## config.mk

```make
export PLATFORM = sky130hd
export DESIGN_NAME = param_stream_mux
export DESIGN_NICKNAME = d
export VERILOG_FILES = /design/src/rtl/mux_pkg.sv /design/src/rtl/rr_arbiter.sv /design/src/rtl/param_stream_mux.sv
export SDC_FILE = /design/constraint.sdc
export NUM_CORES = 1
export LEC_CHECK = 0
export CORE_MARGIN = 4
export CORE_UTILIZATION = 42
export DETAILED_ROUTE_END_ITERATION = 8
export GPL_ROUTABILITY_DRIVEN = 0
export PLACE_DENSITY = 0.95
export SLEW_MARGIN = 20
export SYNTH_ARGS = -nofsm -noshare
export SYNTH_HDL_FRONTEND = slang
export SYNTH_SLANG_ARGS = --single-unit
```

## constraint.sdc

```tcl
create_clock -name clk -period 5.3 [get_ports clk]
set_input_delay 0.53 -clock clk [delete_from_list [all_inputs] [get_ports clk]]
set_output_delay 0.53 -clock clk [all_outputs]
set_load 0.01 [all_outputs]
```

## src/rtl/mux_pkg.sv

```systemverilog
// Shared definitions for the parameterised stream multiplexer.
//   state_e : arbitration state encoding (idle = 0, locked = 1)
//   clog2   : ceiling log2, never less than 1, used to size select/grant ports
package mux_pkg;

  typedef enum logic [0:0] {
    StIdle = 1'b0,
    StLock = 1'b1
  } state_e;

  function automatic int unsigned clog2(input int unsigned n);
    int unsigned r;
    r = 0;
    while ((64'd1 << r) < 64'(n)) begin
      r++;
    end
    if (r == 0) begin
      r = 1;
    end
    return r;
  endfunction

endpackage

```

## src/rtl/rr_arbiter.sv

```systemverilog
// Combinational round-robin search.
//   req   : per-channel request vector
//   ptr   : channel index the search starts from (must be < NCH)
//   found : at least one request is set
//   idx   : first requesting channel at or above ptr, wrapping NCH-1 -> 0
module rr_arbiter #(
  parameter int unsigned NCH = 4,
  parameter int unsigned SW  = 2
) (
  input  logic [NCH-1:0] req,
  input  logic [SW-1:0]  ptr,
  output logic           found,
  output logic [SW-1:0]  idx
);

  int unsigned c;

  always_comb begin
    found = 1'b0;
    idx   = '0;
    c     = 0;
    for (int unsigned i = 0; i < NCH; i++) begin
      c = 32'(ptr) + i;
      if (c >= NCH) begin
        c = c - NCH;
      end
      if (!found && req[c]) begin
        found = 1'b1;
        idx   = SW'(c);
      end
    end
  end

endmodule

```

## src/rtl/param_stream_mux.sv

```systemverilog
// Packet-locked stream multiplexer: selects one of NCH valid/ready input
// streams (fixed index or round-robin) and forwards it, beat by beat, through
// a single output register until the channel's last beat has been accepted.
//   clk, rst_n         : clock, asynchronous active-low reset
//   mode, sel          : 0 = fixed channel sel, 1 = round-robin
//   in_valid/data/last : per-channel input streams, channel k in data[k*W +: W]
//   in_ready           : per-channel ready, only the locked channel can be ready
//   out_valid/data/last, out_ready : registered output stream
//   grant, busy        : locked channel index, lock held
module param_stream_mux
  import mux_pkg::*;
#(
  parameter int unsigned NCH = 4,
  parameter int unsigned W   = 8,
  parameter int unsigned SW  = clog2(NCH)
) (
  input  logic             clk,
  input  logic             rst_n,
  input  logic             mode,
  input  logic [SW-1:0]    sel,
  input  logic [NCH-1:0]   in_valid,
  input  logic [NCH*W-1:0] in_data,
  input  logic [NCH-1:0]   in_last,
  output logic [NCH-1:0]   in_ready,
  output logic             out_valid,
  output logic [W-1:0]     out_data,
  output logic             out_last,
  input  logic             out_ready,
  output logic [SW-1:0]    grant,
  output logic             busy
);

  state_e          state_q, state_d;
  logic [SW-1:0]   grant_q, grant_d;
  logic [SW-1:0]   rr_ptr_q, rr_ptr_d;
  logic            out_valid_q, out_valid_d;
  logic            out_last_q, out_last_d;
  logic [W-1:0]    out_data_q, out_data_d;

  logic            rr_found;
  logic [SW-1:0]   rr_idx;
  logic            load_ok;
  logic            fix_hit;
  logic            gnt_valid;
  logic            gnt_last;
  logic [W-1:0]    gnt_data;
  logic            accept;

  rr_arbiter #(
    .NCH (NCH),
    .SW  (SW)
  ) u_rr_arbiter (
    .req   (in_valid),
    .ptr   (rr_ptr_q),
    .found (rr_found),
    .idx   (rr_idx)
  );

  // Output register may take a new beat when empty or draining this cycle.
  assign load_ok = !out_valid_q || out_ready;

  // Channel decode by comparison rather than indexing, so a sel value beyond
  // NCH-1 simply matches nothing.
  always_comb begin
    gnt_valid = 1'b0;
    gnt_last  = 1'b0;
    gnt_data  = '0;
    fix_hit   = 1'b0;
    in_ready  = '0;
    for (int unsigned k = 0; k < NCH; k++) begin
      if (grant_q == SW'(k)) begin
        gnt_valid = in_valid[k];
        gnt_last  = in_last[k];
        gnt_data  = in_data[k*W +: W];
        if (state_q == StLock) begin
          in_ready[k] = load_ok;
        end
      end
      if (sel == SW'(k) && in_valid[k]) begin
        fix_hit = 1'b1;
      end
    end
  end

  assign accept = (state_q == StLock) && gnt_valid && load_ok;

  always_comb begin
    state_d  = state_q;
    grant_d  = grant_q;
    rr_ptr_d = rr_ptr_q;
    unique case (state_q)
      StIdle: begin
        if (mode) begin
          if (rr_found) begin
            grant_d = rr_idx;
            state_d = StLock;
          end
        end else if (fix_hit) begin
          grant_d = sel;
          state_d = StLock;
        end
      end
      StLock: begin
        if (accept && gnt_last) begin
          state_d  = StIdle;
          rr_ptr_d = (grant_q == SW'(NCH - 1)) ? '0 : grant_q + 1'b1;
        end
      end
      default: state_d = StIdle;
    endcase
  end

  always_comb begin
    out_valid_d = out_valid_q;
    out_last_d  = out_last_q;
    out_data_d  = out_data_q;
    if (accept) begin
      out_valid_d = 1'b1;
      out_last_d  = gnt_last;
      out_data_d  = gnt_data;
    end else if (out_ready) begin
      out_valid_d = 1'b0;
    end
  end

  always_ff @(posedge clk or negedge rst_n) begin
    if (!rst_n) begin
      state_q     <= StIdle;
      grant_q     <= '0;
      rr_ptr_q    <= '0;
      out_valid_q <= 1'b0;
      out_last_q  <= 1'b0;
      out_data_q  <= '0;
    end else begin
      state_q     <= state_d;
      grant_q     <= grant_d;
      rr_ptr_q    <= rr_ptr_d;
      out_valid_q <= out_valid_d;
      out_last_q  <= out_last_d;
      out_data_q  <= out_data_d;
    end
  end

  assign out_valid = out_valid_q;
  assign out_last  = out_last_q;
  assign out_data  = out_data_q;
  assign grant     = grant_q;
  assign busy      = (state_q == StLock);

endmodule

```

* After elaboration in Yosys (flattened, before gate mapping)
Index checks and enable logic that the tools add are counted.
Widths: inputs -> output; s select.
** Operators by class
- Reductions and logical operators :: 21
- Add/subtract/negate cells :: 8
- Muxes and demuxes :: 52
- Eq/ne operators :: 7
- Bitwise gates (word level) :: 1
- Order comparisons :: 8
** Operators by type and width (count)
- $lt 32x3->1 const B :: 4
- $mux 32 :: 4
- $ge 32x3->1 const B :: 3
- $sub 32x3->32 const B :: 3
- $mux 8 :: 4
- $mux 1 :: 31
- $mux 2 :: 8
- $logic_and 1x1->1 :: 10
- $bmux 1 s2 :: 4
- $eq 2x2->1 const B :: 4
- $add 2x2->3 const B :: 2
- $eq 2x1->1 const B :: 2
- $logic_not 1->1 :: 4
- $logic_not 2->1 :: 2
- $reduce_bool 2->1 :: 2
- $sub 2x3->4 const B :: 1
- $add 2x1->3 const B :: 1
- $ge 2x3->1 const B :: 1
- $reduce_and 3->1 :: 1
- $add 2x1->2 const B :: 1
- $ne 2x1->1 const B :: 1
- $pmux 1 s2 :: 1
- $reduce_and 2->1 :: 1
- $logic_or 1x1->1 :: 1
- $not 1->1 :: 1
** Storage, ports and cells
- Logic and storage cells :: 103
- Bits in registers :: 15

* Longest topological paths before layout
Gate-level depths: netlist of run 1.
- Depth in word-level cells :: 17
- Gate-level depth with buffers :: 8

* Cells and area by module
From an unflattened synthesis of run 1, not the netlist that was laid out.
** Second synthesis, totals
- Cells, all modules :: 120
- Area total of the unflattened synthesis :: 1126.1 µm²
** By module, submodules not included
- param_stream_mux :: instances 1, area each 1048.5 µm², seq. area each 375.4 µm², cells an instance 105
- rr_arbiter :: instances 1, area each 77.6 µm², seq. area each 0.0 µm², cells an instance 15

* Least setup slack after synthesis of run 1
OpenSTA, ideal clock, no wires.
- Path kind :: reg2out
- From :: reg grant_q[0] (netlist: grant[0])
- To :: out in_ready[3]
- Setup slack :: 3.358 ns
- Arrival :: 1.412 ns
- Stages on the path, launching flop included :: 5
- Path through :: dfrtp_1 ha_1 clkbuf_1 clkbuf_1 and3_1
** Between the ends
- Longest elaborated chain between the ends :: 2
** RTL lines
- start: declaration :: line param_stream_mux.sv:34 : logic [SW-1:0] grant_q, grant_d;
- start signal: assignment :: line param_stream_mux.sv:136 : grant_q <= grant_d;
- $eq 2x2->1 :: line param_stream_mux.sv:71 : if (grant_q == SW'(k)) begin
- $mux 1 :: line param_stream_mux.sv:71
- end: declaration :: line param_stream_mux.sv:24 : output logic [NCH-1:0] in_ready,
Every way passes these cells.

* Worst setup path in the final report of run 1
- From :: reg grant_q[0] (netlist: grant[0])
- To :: out in_ready[2]
Same word-level chain as after synthesis.

==> results_tabular.tex, run 1 <==
\begin{tabular}{lr}
\hline
Metric & Value \\
\hline
\multicolumn{2}{l}{\textbf{Route}} \\
\quad Residual DRC & 0 \\
\quad Overall via count from detail\_route & 1,239 \\
\quad Count of antenna-violating nets left after detailed routing & 0 \\
\quad Average via count per standard cell & 5.51 \\
\quad Number of violations reported at the end of detailed-routing iteration 0 & 44 \\
\quad Wire length per cell after detailed routing & 15.4 µm \\
\quad Number of search-and-repair iterations in the first detailed-routing pass & 4 \\
\quad Detailed Route WL & 3.47 mm \\
\multicolumn{2}{l}{\textbf{Die}} \\
\quad Placeable core region & 0.00273 mm² \\
\quad Cell row count & 19 \\
\quad Height of the die & 61.3 µm \\
\quad Die width & 61.3 µm \\
\quad Starting density of the core & 43.7\% \\
\quad Die outline area & 0.00376 mm² \\
\quad I/O pin cnt & 63 \\
\multicolumn{2}{l}{\textbf{Finish}} \\
\quad Number of nets in the layout & 245 \\
\quad Area growth from synthesis to layout & 52.6\% \\
\quad ANT cells & 0 \\
\quad Final design utilization & 66.7\% \\
\quad Final instance count without filler cells & 225 \\
\quad Area of all placed cells without fillers & 0.00182 mm² \\
\quad Proportion of layout cells with a drive suffix above 1 & 5.15\% \\
\multicolumn{2}{l}{\textbf{GRT}} \\
\quad First-pass GRT wire length & 5.39 mm \\
\quad Via count of the first global-routing pass & 1,224 \\
\quad Antenna violations before repair & 0 \\
\quad Overall fraction of global-route tracks in use & 19.0\% \\
\quad Maximum number of pins on one net before global-route repair & 22 \\
\quad Residual overflow from global routing & 0 \\
\multicolumn{2}{l}{\textbf{Synth}} \\
\quad Cell types with the highest counts after synthesis & dfrtp\_1 (15), nand2\_1 (15), a21oi\_1 (11) \\
\quad Cell types with the largest area share after synthesis & dfrtp\_1 (31\%), nor2b\_1 (5.2\%), a221oi\_1 (5.1\%) \\
\quad Synthesized cell area & 0.00119 mm² \\
\quad Yosys top cell area share & 31.4\% \\
\quad Synth Net Count & 188 \\
\quad Post-synthesis register bit count & 15 \\
\quad Distinct cell type count after synthesis & 35 \\
\quad Number of synthesized flops with an enable pin & 0 \\
\quad Share of flip-flops with an asynchronous set or reset & 100\% \\
\quad Post-synthesis instance total & 138 \\
\quad Area leader, netlist & dfrtp\_1 \\
\quad Leading register cell type out of synthesis & dfrtp\_1 \\
\quad YS warnings & 0 \\
\quad Share of synthesized area occupied by flip-flops and latches & 31.4\% \\
\quad Post-Synthesis Mean Instance Area & 8.66 µm² \\
\multicolumn{2}{l}{\textbf{Clock tree}} \\
\quad Post-CTS clock slew at the launch and capture registers of the worst setup and hold paths & 90 ps \\
\quad Clk\_lat worst skew & 270 ps \\
\quad Hold-fix buffers at CTS & 0 \\
\quad Max Root-Sink Buffers & 2 \\
\quad Post CTS Setup Buffer Count & 0 \\
\quad Clock Sink Count & 15 \\
\quad Number of levels the H-tree was split into & 1 \\
\quad Number of clock buffers inserted by TritonCTS & 3 \\
\quad Root buf cell & clkbuf\_4 \\
\quad CTS tree & yes \\
\quad CTS resizes & 0 \\
\multicolumn{2}{l}{\textbf{Timing}} \\
\quad WHS & 491 ps \\
\quad Normalized max-slew margin & 53.6\% \\
\quad Final count of negative-setup-slack endpoints & 0 \\
\quad Final critical-path required period & 2740 ps \\
\quad Transition time at the pin with the least slew margin & 693 ps \\
\quad Upper clock frequency limit & 0.365 GHz \\
\quad RSZ-0062 raised after global routing & no \\
\quad Clock Skews & 2.50 ps \\
\quad Sum of negative setup slack & 0 ps \\
\quad Post-route worst setup slack & 2560 ps \\
\quad Final hold viol count & 0 \\
\quad Total count of max-transition violations in the final report & 0 \\
\quad Final worst-path cycle share & 51.7\% \\
\multicolumn{2}{l}{\textbf{Placed design}} \\
\quad Port Buffers & 62 \\
\quad Worst slack, placed & 2830 ps \\
\quad Estimated wirelength of the detail-placed design & 2.71 mm \\
\quad Total cell area at the placement stage & 0.00180 mm² \\
\quad Cell total after placement & 221 \\
\multicolumn{2}{l}{\textbf{Worst setup path}} \\
\quad Crit path largest cell delay & 600 ps \\
\quad Worst endpoint data arrival time & 2210 ps \\
\quad Kind of critical path & reg -> out \\
\quad Worst Path Required & 4770 ps \\
\quad CP Cell Sequence & inv\_1 -> ha\_1 -> and3\_1 -> clkdlybuf4s50\_1 \\
\quad Capturing element type of the critical path & output pin \\
\quad Slowest cell on crit path & ha\_1 \\
\quad Worst setup SP type & register \\
\quad Largest fanout of any net on the critical path & 21 \\
\multicolumn{2}{l}{\textbf{Power}} \\
\quad Pwr Total & 0.881 mW \\
\quad Worst vdd ir & 0.370 mV \\
\quad Pwr Density & 483 mW/mm² \\
\quad Static Leak & 0.744 nW \\
\multicolumn{2}{l}{\textbf{Outcome}} \\
\quad Status & complete, no violations \\
\multicolumn{2}{l}{\textbf{Run}} \\
\quad Max-cap viol count & 0 \\
\multicolumn{2}{l}{\textbf{Min path}} \\
\quad Worst min path class & reg -> reg \\
\hline
\end{tabular}
## kinds of logic after synthesis
kind of cell             after synthesis  share of synthesized area, %
AND/OR/NAND/NOR                       53                          23.1
AO/OA/AOI/OAI                         41                          24.7
buffers and inverters                 15                          6.39
flip-flops                            15                          31.4
multiplexers                          10                          10.2
adder cells (fa/ha/maj)                4                          4.19
## power breakdown
part | switching [mW] | total (mW) | internal (mW)
combinational | 0.294 | 0.593 | 0.299
sequential | 0.0540 | 0.222 | 0.168
clock | 0.0363 | 0.0654 | 0.0291
total | 0.385 | 0.881 | 0.496
## cell usage in the layout, fill, tap and decap left out, types with 4 or more instances in the layout
master	n
o21ai_1	10
dfrtp_1	15
inv_1	5
mux2i_1	5
nor3_1	9
ha_1	4
nor2b_1	10
a221oi_1	7
a21oi_1	11
nand2_1	15
nand2b_1	4
and3_1	5
clkdlybuf4s50_1	62
nor2_1	4
## worst max-delay path: cells and delay by family, from the launching register on
family / cells / cell delay, ps
simple gates: 1 / 250
fa+ha+maj: 1 / 600
buf+inv: 2 / 660
flops: 1 / 430
## layout make-up
class / instances / area, µm²
Clock buffer: 4 / 26.3
Fill cell: 211 / 911
Inverter: 5 / 18.8
Multi-Input combinational cell: 108 / 743
Sequential cell: 15 / 375
Tap cell: 31 / 38.8
Timing Repair Buffer: 62 / 621
## sequential cells by signal (all words and copies together) (netlist names)
register / cells
out_last: 1
grant: 2
rr_ptr_q: 2
out_valid: 1
out_data: 8
busy: 1
## metal layers
| layer | part of all wire [%] | track usage [%] | vias up |
|---|---|---|---|
| met3 | 6.0 | 3.14 | 4 |
| li1 | - | - | 611 |
| met2 | 51 | 33.2 | 43 |
| met5 | 0 | 0 | - |
| met4 | 1.5 | 8.48 | 0 |
| met1 | 41 | 22.9 | 581 |
## worst paths after layout
kind / from / to / slack (ps) / cells past startpoint
worst max-delay path: grant[0] / in_ready[2] / 2560 / 4
worst min-delay path: out_last / out_last / 490 / 2
worst max register to register: grant[1] / rr_ptr_q[0] / 2930 / 7
worst min register to register: out_last / out_last / 490 / 2
max in group asynchronous: rst_n / rr_ptr_q[1] / 4200 / 1
min in group asynchronous: rst_n / out_data[3] / 670 / 1
Power figures use the tool's default switching activity.
==> run 2: changes to the inputs <==
--- a/config.mk
+++ b/config.mk
@@ -6,10 +6,10 @@
 export NUM_CORES = 1
 export LEC_CHECK = 0
 export CORE_MARGIN = 4
-export CORE_UTILIZATION = 42
+export CORE_UTILIZATION = 35
 export DETAILED_ROUTE_END_ITERATION = 8
 export GPL_ROUTABILITY_DRIVEN = 0
-export PLACE_DENSITY = 0.95
+export PLACE_DENSITY = 0.87
 export SLEW_MARGIN = 20
 export SYNTH_ARGS = -nofsm -noshare
 export SYNTH_HDL_FRONTEND = slang
==> constraint.sdc (replaced) <==
create_clock -name clk -period 2.5 [get_ports clk]
set_input_delay 0.25 -clock clk [delete_from_list [all_inputs] [get_ports clk]]
set_output_delay 0.25 -clock clk [all_outputs]
set_load 0.01 [all_outputs]
==> results_tabular.tex, run 2 (synthesized netlist as in run 1, its figures left out) <==
\begin{tabular}{lr}
\hline
Metric & Value \\
\hline
\multicolumn{2}{l}{\textbf{Timing}} \\
\quad Sum of negative setup slack & 0 ps (unchanged) \\
\quad Final count of negative-setup-slack endpoints & 0 (unchanged) \\
\quad RSZ-0062 raised after global routing & no \\
\quad Post-route worst setup slack & 197 ps (-2360 ps) \\
\quad Final worst-path cycle share & 92.1\% \\
\quad Total count of max-transition violations in the final report & 0 (unchanged) \\
\quad Upper clock frequency limit & 0.434 GHz \\
\quad Final critical-path required period & 2300 ps \\
\quad Final hold viol count & 0 (unchanged) \\
\quad Normalized max-slew margin & 55.7\% (+2.1 points) \\
\quad Clock Skews & 12.7 ps (+10.2 ps) \\
\quad Transition time at the pin with the least slew margin & 662 ps (-31.4 ps) \\
\multicolumn{2}{l}{\textbf{Run}} \\
\quad Max-cap viol count & 0 (unchanged) \\
\multicolumn{2}{l}{\textbf{Route}} \\
\quad Overall via count from detail\_route & 1,277 (+3.1\%) \\
\quad Average via count per standard cell & 5.28 (-4.2\%) \\
\quad Count of antenna-violating nets left after detailed routing & 0 (unchanged) \\
\quad Detailed Route WL & 3.61 mm (+3.8\%) \\
\quad Number of violations reported at the end of detailed-routing iteration 0 & 86 (+95\%) \\
\quad Residual DRC & 0 (unchanged) \\
\quad Wire length per cell after detailed routing & 14.9 µm (-3.5\%) \\
\quad Number of search-and-repair iterations in the first detailed-routing pass & 4 (unchanged) \\
\multicolumn{2}{l}{\textbf{GRT}} \\
\quad Overall fraction of global-route tracks in use & 16.6\% (-2.4 points) \\
\quad First-pass GRT wire length & 5.71 mm (+5.9\%) \\
\quad Via count of the first global-routing pass & 1,279 (+4.5\%) \\
\quad Residual overflow from global routing & 0 (unchanged) \\
\quad Antenna violations before repair & 0 (unchanged) \\
\quad Maximum number of pins on one net before global-route repair & 16 (-27\%) \\
\multicolumn{2}{l}{\textbf{Worst setup path}} \\
\quad Largest fanout of any net on the critical path & 13 (-38\%) \\
\quad Reg-to-reg startpoint & grant[0] \\
\quad Worst Path Required & 2250 ps (-2520 ps) \\
\quad Worst setup SP type & register \\
\quad Critical path origin & grant[0] \\
\quad Flop-to-flop setup slack & 410 ps (-2520 ps) \\
\quad Depth of the worst register-to-register path & 6 (-1) \\
\quad Worst endpoint data arrival time & 2050 ps (-160 ps) \\
\quad Kind of critical path & reg -> out \\
\quad Critical R2R Capture & rr\_ptr\_q[0] \\
\quad Capturing element type of the critical path & output pin \\
\multicolumn{2}{l}{\textbf{Finish}} \\
\quad Proportion of layout cells with a drive suffix above 1 & 7.58\% (+2.4 points) \\
\quad Commonest non-fill, non-tap cells in the layout & clkdlybuf4s50\_1 (62), nand2\_1 (15), dfrtp\_1 (15), a21oi\_1 (11) \\
\quad Number of nets in the layout & 249 (+1.6\%) \\
\quad Area growth from synthesis to layout & 56.5\% \\
\quad Multi-input logic area & 743 µm² (unchanged) \\
\quad Fill count & 297 (+41\%) \\
\quad ANT cells & 0 (unchanged) \\
\quad Area taken by flip-flops and latches & 375 µm² (unchanged) \\
\quad Most common library cell in the layout ignoring fill and taps & clkdlybuf4s50\_1 \\
\quad Flip-flop count of the largest register, all copies and words added & 8 (unchanged) \\
\multicolumn{2}{l}{\textbf{Outcome}} \\
\quad Status & complete, no violations \\
\multicolumn{2}{l}{\textbf{Placed design}} \\
\quad Worst slack, placed & 329 ps (-2500 ps) \\
\quad Estimated wirelength of the detail-placed design & 2.89 mm (+6.7\%) \\
\quad Port Buffers & 62 (unchanged) \\
\multicolumn{2}{l}{\textbf{Die}} \\
\quad Die width & 66.4 µm (+8.3\%) \\
\quad I/O pin cnt & 63 (unchanged) \\
\quad Starting density of the core & 37.9\% (-5.8 points) \\
\quad Placeable core region & 0.00315 mm² (+15\%) \\
\quad Height of the die & 66.4 µm (+8.3\%) \\
\quad Cell row count & 20 (+1) \\
\quad Die outline area & 0.00441 mm² (+17\%) \\
\multicolumn{2}{l}{\textbf{Clock tree}} \\
\quad Post-CTS clock slew at the launch and capture registers of the worst setup and hold paths & 100 ps (about the same) \\
\quad Clk\_lat worst skew & 290 ps (+20 ps) \\
\quad Max Root-Sink Buffers & 2 (unchanged) \\
\quad Post CTS Setup Buffer Count & 0 (unchanged) \\
\quad Hold-fix buffers at CTS & 0 (unchanged) \\
\quad Number of clock buffers inserted by TritonCTS & 3 (unchanged) \\
\quad CTS tree & yes \\
\quad CTS resizes & 0 (unchanged) \\
\quad Clock Sink Count & 15 (unchanged) \\
\quad Number of levels the H-tree was split into & 1 (unchanged) \\
\quad Root buf cell & clkbuf\_4 \\
\multicolumn{2}{l}{\textbf{Power}} \\
\quad Worst vdd ir & 0.431 mV (+17\%) \\
\quad Pwr Density & 1040 mW/mm² (+110\%) \\
\quad Static Leak & 0.766 nW (+3.0\%) \\
\multicolumn{2}{l}{\textbf{Min path}} \\
\quad Worst min path class & in -> async \\
\hline
\end{tabular}
-- run 2: report_power, final --
group / total, mW / switching, mW / internal [mW]
Clock: 0.139 / 0.0792 / 0.0595
Combinational: 1.33 / 0.652 / 0.679
Sequential: 0.472 / 0.115 / 0.356
Total: 1.94 / 0.847 / 1.09
-- run 2: cell type report --
class / instances / share of cell area, %
multi-input cells: 108 / 39.7
repair buffers: 66 / 34.8
flip-flops and latches: 15 / 20.1
well taps: 44 / 2.94
clock buffers: 3 / 1.20
inverters: 5 / 1.00
clock inverters: 1 / 0.268
-- run 2: through the flow --
stage / power (mW) / instances / utilization (%) / hold WS [ps] / area, µm²
after global routing: 2.12 / 242 / 59.3 / 404 / 1870
after floorplan: 1.29 / 138 / - / -45.6 / 1190
after global placement: 1.78 / 238 / 58.5 / 466 / 1840
after CTS: 1.96 / 242 / 59.3 / 375 / 1870
after detailed placement: 1.81 / 238 / 58.5 / 474 / 1840
final: 1.94 / 242 / 59.3 / 352 / 1870
-- run 2: worst max path at each step --
stage,end,slack (ps),cells after the start
2_1_floorplan,rr_ptr_q[0],570,8
3_3_place_gp,grant[1],430,6
4_1_cts,in_ready[2],190,4
6_report,in_ready[2],200,4
3_5_place_dp,grant[1],330,6
5_1_grt,in_ready[2],70,4
-- run 2: critical path, stage by stage, from the launching register on --
cell,delay (ps)
dfrtp_1,440
inv_1,130
ha_1,430
and3_1,230
clkdlybuf4s50_1,540
-- run 2: metal layers --
metal / part of all wire [%] / global-route usage [%] / vias up / wire length (µm)
met5: 0 / 0 / - / 0
met4: 1.2 / 3.55 / 0 / 44
met2: 46 / 29.1 / 57 / 1640
li1: - / - / 623 / -
met3: 12 / 6.12 / 7 / 435
met1: 41 / 19.2 / 590 / 1480
